--- config.mk ---
export PLATFORM = sky130hd
export DESIGN_NAME = pipe_stage_elastic_flat
export DESIGN_NICKNAME = d
export VERILOG_FILES = /design/src/rtl/pipe_pkg.sv /design/src/rtl/pipe_stage_elastic_if.sv /design/src/rtl/sat_counter.sv /design/src/rtl/pipe_stage_elastic.sv /design/src/flat_wrapper.sv
export SDC_FILE = /design/constraint.sdc
export NUM_CORES = 1
export LEC_CHECK = 0
export BUFFER_PORTS_ARGS = -buffer_cell sky130_fd_sc_hd__buf_2
export CORE_UTILIZATION = 48
export DETAILED_ROUTE_END_ITERATION = 7
export PLACE_DENSITY = 0.76
export SLEW_MARGIN = 20
export SYNTH_ARGS = -nofsm -noshare
export SYNTH_HDL_FRONTEND = slang
export SYNTH_SLANG_ARGS = --single-unit
export TNS_END_PERCENT = 30
--- constraint.sdc ---
create_clock -name clk -period 6.25 [get_ports clk]
set_input_delay 1.25 -clock clk [delete_from_list [all_inputs] [get_ports clk]]
set_output_delay 1.25 -clock clk [all_outputs]
set_load 0.01 [all_outputs]
--- src/rtl/pipe_pkg.sv ---
// Shared types and constants for the elastic pipeline stages.
//   pipe_state_e   : occupancy of a stage (empty / one entry / main + skid entry)
//   fede_payload_t : fetch-to-decode payload {pc_next, instr}
//   NOP_INSTR      : decoder NOP encoding (addi x0, x0, 0)
//   FEDE_NOP       : bubble payload for the FE/DE stage
package pipe_pkg;

  typedef enum logic [1:0] {
    PS_EMPTY,
    PS_HALF,
    PS_FULL
  } pipe_state_e;

  typedef struct packed {
    logic [31:0] pc_next;
    logic [31:0] instr;
  } fede_payload_t;

  localparam logic [31:0] NOP_INSTR = 32'h0000_0013;

  localparam fede_payload_t FEDE_NOP = '{pc_next: 32'h0, instr: NOP_INSTR};

endpackage

--- src/rtl/pipe_stage_elastic_if.sv ---
// Valid/ready/data channel between two pipeline stages.
//   valid : producer has a payload on data
//   ready : consumer accepts this cycle
//   data  : payload, DATA_W bits
// master = producer side, slave = consumer side.
interface pipe_stage_elastic_if #(
  parameter int unsigned DATA_W = 64
) ();

  logic              valid;
  logic              ready;
  logic [DATA_W-1:0] data;

  modport master (output valid, output data, input ready);
  modport slave  (input valid, input data, output ready);

endinterface

--- src/rtl/sat_counter.sv ---
// Saturating up-counter.
//   clk : clock
//   clr : synchronous clear, wins over en
//   en  : count one event this cycle
//   q   : current count, sticks at all-ones
module sat_counter #(
  parameter int unsigned W = 16
) (
  input  logic         clk,
  input  logic         clr,
  input  logic         en,
  output logic [W-1:0] q
);

  logic [W-1:0] cntQ;

  always_ff @(posedge clk) begin
    if (clr) begin
      cntQ <= '0;
    end else if (en && !(&cntQ)) begin
      cntQ <= cntQ + 1'b1;
    end
  end

  assign q = cntQ;

endmodule

--- src/rtl/pipe_stage_elastic.sv ---
// Elastic pipeline stage: valid/ready register with a 2-entry skid buffer and flush.
//   clk       : clock, rising edge
//   rst       : synchronous reset, active-high
//   flush     : synchronous kill of all held entries
//   inIf      : upstream channel (slave); inIf.ready is driven from state only
//   outIf     : downstream channel (master); data is NOP_VALUE when not valid
//   stall_cnt : cycles with out valid and not ready   (PIPE_STAGE_PERF_EN only)
//   flush_cnt : flush cycles that killed a held entry (PIPE_STAGE_PERF_EN only)
// Optional feature macro: PIPE_STAGE_PERF_EN adds the two saturating perf counters.
module pipe_stage_elastic
  import pipe_pkg::*;
#(
  parameter int unsigned       DATA_W    = 64,
  parameter logic [DATA_W-1:0] NOP_VALUE = '0
`ifdef PIPE_STAGE_PERF_EN
  , parameter int unsigned     CNT_W     = 16
`endif
) (
  input logic clk,
  input logic rst,
  input logic flush,
  pipe_stage_elastic_if.slave  inIf,
  pipe_stage_elastic_if.master outIf
`ifdef PIPE_STAGE_PERF_EN
  ,
  output logic [CNT_W-1:0] stall_cnt,
  output logic [CNT_W-1:0] flush_cnt
`endif
);

  pipe_state_e       stateQ, stateD;
  logic [DATA_W-1:0] mainQ, mainD;
  logic [DATA_W-1:0] skidQ, skidD;
  logic              inReady, outValid, push, pop;

  // Ready comes from state (and rst) only, so back-pressure never forms a
  // combinational path from outIf.ready to inIf.ready.
  assign inReady  = (stateQ != PS_FULL) && !rst;
  assign outValid = (stateQ != PS_EMPTY);
  assign push     = inIf.valid && inReady;
  assign pop      = outValid && outIf.ready;

  always_comb begin
    stateD = stateQ;
    mainD  = mainQ;
    skidD  = skidQ;
    unique case (stateQ)
      PS_EMPTY: begin
        if (push) begin
          stateD = PS_HALF;
          mainD  = inIf.data;
        end
      end
      PS_HALF: begin
        if (push && !pop) begin
          stateD = PS_FULL;
          skidD  = inIf.data;
        end else if (push && pop) begin
          mainD = inIf.data;
        end else if (pop) begin
          stateD = PS_EMPTY;
        end
      end
      PS_FULL: begin
        if (pop) begin
          stateD = PS_HALF;
          mainD  = skidQ;
        end
      end
      default: stateD = PS_EMPTY;
    endcase
    // Flush only needs to empty the control state; any payload captured this
    // cycle is hidden by the output mux.
    if (flush) begin
      stateD = PS_EMPTY;
    end
  end

  always_ff @(posedge clk) begin
    if (rst) begin
      stateQ <= PS_EMPTY;
    end else begin
      stateQ <= stateD;
    end
  end

  // Payload registers carry no reset.
  always_ff @(posedge clk) begin
    mainQ <= mainD;
    skidQ <= skidD;
  end

  assign inIf.ready  = inReady;
  assign outIf.valid = outValid;
  assign outIf.data  = outValid ? mainQ : NOP_VALUE;

`ifdef PIPE_STAGE_PERF_EN
  sat_counter #(
    .W(CNT_W)
  ) u_stall_cnt (
    .clk(clk),
    .clr(rst),
    .en (outValid && !outIf.ready),
    .q  (stall_cnt)
  );

  sat_counter #(
    .W(CNT_W)
  ) u_flush_cnt (
    .clk(clk),
    .clr(rst),
    .en (flush && outValid),
    .q  (flush_cnt)
  );
`endif

endmodule

--- src/flat_wrapper.sv ---
// flat-port wrapper written by rule: the top's interface ports become plain ports
module pipe_stage_elastic_flat import pipe_pkg::*;
#(
  parameter int unsigned       DATA_W    = 64,
  parameter logic [DATA_W-1:0] NOP_VALUE = '0

)
  (clk, rst, flush, inIf_valid, inIf_data, inIf_ready, outIf_valid, outIf_data, outIf_ready);
  pipe_stage_elastic_if #(.DATA_W(DATA_W)) inIf_i ();
  pipe_stage_elastic_if #(.DATA_W(DATA_W)) outIf_i ();
  input logic clk;
  input logic rst;
  input logic flush;
  input wire logic [$bits(inIf_i.valid)-1:0] inIf_valid;
  input wire logic [$bits(inIf_i.data)-1:0] inIf_data;
  output wire logic [$bits(inIf_i.ready)-1:0] inIf_ready;
  output wire logic [$bits(outIf_i.valid)-1:0] outIf_valid;
  output wire logic [$bits(outIf_i.data)-1:0] outIf_data;
  input wire logic [$bits(outIf_i.ready)-1:0] outIf_ready;
  assign inIf_i.valid = inIf_valid;
  assign inIf_i.data = inIf_data;
  assign inIf_ready = inIf_i.ready;
  assign outIf_valid = outIf_i.valid;
  assign outIf_data = outIf_i.data;
  assign outIf_i.ready = outIf_ready;
  pipe_stage_elastic #(.DATA_W(DATA_W), .NOP_VALUE(NOP_VALUE)) u_core (.clk(clk), .rst(rst), .flush(flush), .inIf(inIf_i), .outIf(outIf_i));
endmodule
==> flow_summary_export.csv <==
group,metric,value,unit
route,ant_nets,0,
power,power-per-cell-area,302,mW/mm^2
sta,finalSetupViolations,0,
global_routing,grt_pass1_vias,2805,
critical_path,worst_ep_arrival_time,2.24,ns
logic_synthesis,syn_nets,359,
layout,finish.utilization,0.615,
layout,layout.nets,502,
route,vias,2867,
critical_path,endpoint_kind,"primary output",
logic_synthesis,synth_area_leaders,"edfxtp_1 72%, mux2_2 7.8%, mux2_4 7.6%",
sta,fmax,286,MHz
logic_synthesis,yosysTopAreaCell,"edfxtp_1",
floorplan,die_h,108,um
sta,final-max-slew-violation-count,0,
global_routing,overflow,0,
floorplan,core_area,0.0109,mm^2
clock_network,clkLatencyLatePin,0.51,ns
clock_network,cts_max_level,4,
critical_path,path_max_fanout,39,
clock_network,post-cts-setup-buffer-count,0,
placement,routabilityCongestion,0.803,
floorplan,num_rows,38,
placement,dp_hpwl,5.86,mm
logic_synthesis,yosys.area.top_type_share,0.716,
route,post_drt_wl_per_cell,15.9,um
floorplan,dieArea,0.0116,mm^2
sta,clock_skew,0.00475,ns
sta,rsz0062_at_grt,"false",
logic_synthesis,synth_cell_types,26,
clock_network,ctsHoldBuffers,0,
clock_network,cts_buffers,17,
global_routing,antenna_found_initial,2,
clock_network,cts_max_path_buffers,2,
power,vdd_drop_max,0.160,mV
layout,syn_to_final_growth,24.7,%
logic_synthesis,synth-edff-count,128,
logic_synthesis,yosysMostFrequentCell,"edfxtp_1",
power,p_leak,2.65,nW
sta,final.period_utilization,0.559,
clock_network,cts_resized,0,
logic_synthesis,synth_commonest_cells,"128 x edfxtp_1, 44 x nor2b_1, 37 x mux2_2",
floorplan,io_pins,135,
route,vias_per_cell,4.89,
logic_synthesis,avgSynthCellArea,18.5,um^2
critical_path,worstPathRequired,5.00,ns
route,drc_errors,0,
logic_synthesis,syn-cell-area,0.00537,mm^2
sta,tightest_slew,1.02,ns
floorplan,die_x,108,um
critical_path,crit_type,"reg2out",
logic_synthesis,yosys_warnings,0,
outcome,outcome,"finished clean",
layout,drive_above_1_share,0.528,
global_routing,grtUsageTotal,0.171,
critical_path,critPathLaunchType,"register",
min_path,hp-class,"reg2reg",
sta,maxSlewHeadroom,0.322,
clock_network,clkSinkCount,130,
clock_network,clk_pin_slew,0.06,ns
flow_run,drv_cap,0,
route,drtIter0Drc,91,
route,first_pass_iters,4,
global_routing,grt_max_degree,66,
clock_network,cts_root_buffer,"clkbuf_8",
sta,final-hold-violation-count,0,
clock_network,cts_tree,"built",
sta,fin_crit,3.49,ns
route,drt_wl_total,9.34,mm
logic_synthesis,ys_seq_area_frac,0.723,
placement,port-buffer-count,134,
logic_synthesis,async_reset_ff_frac,0,
logic_synthesis,netlist_instances,290,
global_routing,grt_first_pass_wirelength,14.4,mm
logic_synthesis,ys.flop_type,"edfxtp_1",
logic_synthesis,ys_ff_latch,130,
floorplan,initial_utilization,0.493,
sta,setup-tns-final,0,ns
==> cells by family after synthesis <==
group,share of synthesized area
flops,0.723
mux,0.153
buf+inv,0.0231
compound gates,0.00606
simple gates,0.0944
==> registers in the layout, indices dropped and copies added, names as in the netlist <==
name,count
u_core.skidQ,64
u_core.mainQ,64
u_core.stateQ,2
==> layout by cell type, fill, tap and decap left out <==
master / count
clkinvlp_4: 4
a21oi_1: 1
inv_1: 1
o21ai_4: 1
nor3_1: 1
clkinv_2: 4
mux2_2: 37
buf_2: 134
edfxtp_1: 128
a21oi_2: 1
clkbuf_1: 2
nand2_1: 2
mux2_4: 27
diode_2: 1
nor3b_4: 1
bufinv_16: 2
nor2b_4: 1
clkinv_1: 2
nand3b_1: 1
o21ai_0: 1
o2bb2ai_1: 1
nor4_2: 1
buf_4: 4
nor2_1: 1
clkbuf_8: 1
dfxtp_1: 2
or3_1: 1
nor2b_1: 44
clkbuf_16: 16
nor2_4: 1
nand2b_1: 1
and2b_1: 21
==> through the flow <==
stage	setup WS (ns)	hold WS, ns	power, mW	cell area (um^2)	std cells
3_3_place_gp	3.26	0.526	1.14	6150	554
6_report	2.76	0.544	2.02	6700	586
2_1_floorplan	-0.297	0.523	1.09	5370	290
4_1_cts	2.67	0.546	2.05	6690	585
5_1_grt	2.57	0.559	2.10	6700	586
3_5_place_dp	3.22	0.535	1.15	6150	554
==> where the power goes <==
| group | leakage, nW | switching [mW] | internal, mW |
|---|---|---|---|
| registers | 1.19 | 0.00641 | 0.989 |
| logic | 1.21 | 0.0648 | 0.0649 |
| clock network | 0.254 | 0.340 | 0.558 |
==> routing by layer <==
| layer | GRT usage | vias up | wire (um) |
|---|---|---|---|
| met1 | 0.196 | 1380 | 3790 |
| li1 | - | 1371 | - |
| met2 | 0.290 | 100 | 4910 |
| met5 | 0 | - | 10 |
| met3 | 0.0539 | 14 | 463 |
| met4 | 0.0841 | 2 | 170 |
==> path summary, 6_finish.rpt <==
check                                        end  cells past startpoint             start  slack, ns
worst max-delay path              outIf_data[26]                      4  u_core.stateQ[1]       2.76
worst min-delay path            u_core.mainQ[60]                      1  u_core.skidQ[60]       0.54
worst max register to register  u_core.mainQ[21]                      3  u_core.stateQ[1]       4.01
worst min register to register  u_core.mainQ[60]                      1  u_core.skidQ[60]       0.54
==> critical path, stage by stage, from the launching register on <==
cell and delay [ns]:
dfxtp_1 0.40, nor2_4 0.49, buf_4 0.46, and2b_1 0.24, buf_2 0.14
==> final cells by class <==
class,count,area [um^2]
Fill cell,870,4190
Sequential cell,130,3880
Multi-Input combinational cell,145,1390
Timing Repair Buffer,138,701
Clock buffer,19,422
Tap cell,140,175
Clock inverter,12,118
Inverter,1,3.75
Antenna cell,1,2.50
No activity file was read; power rests on OpenSTA's default activity.
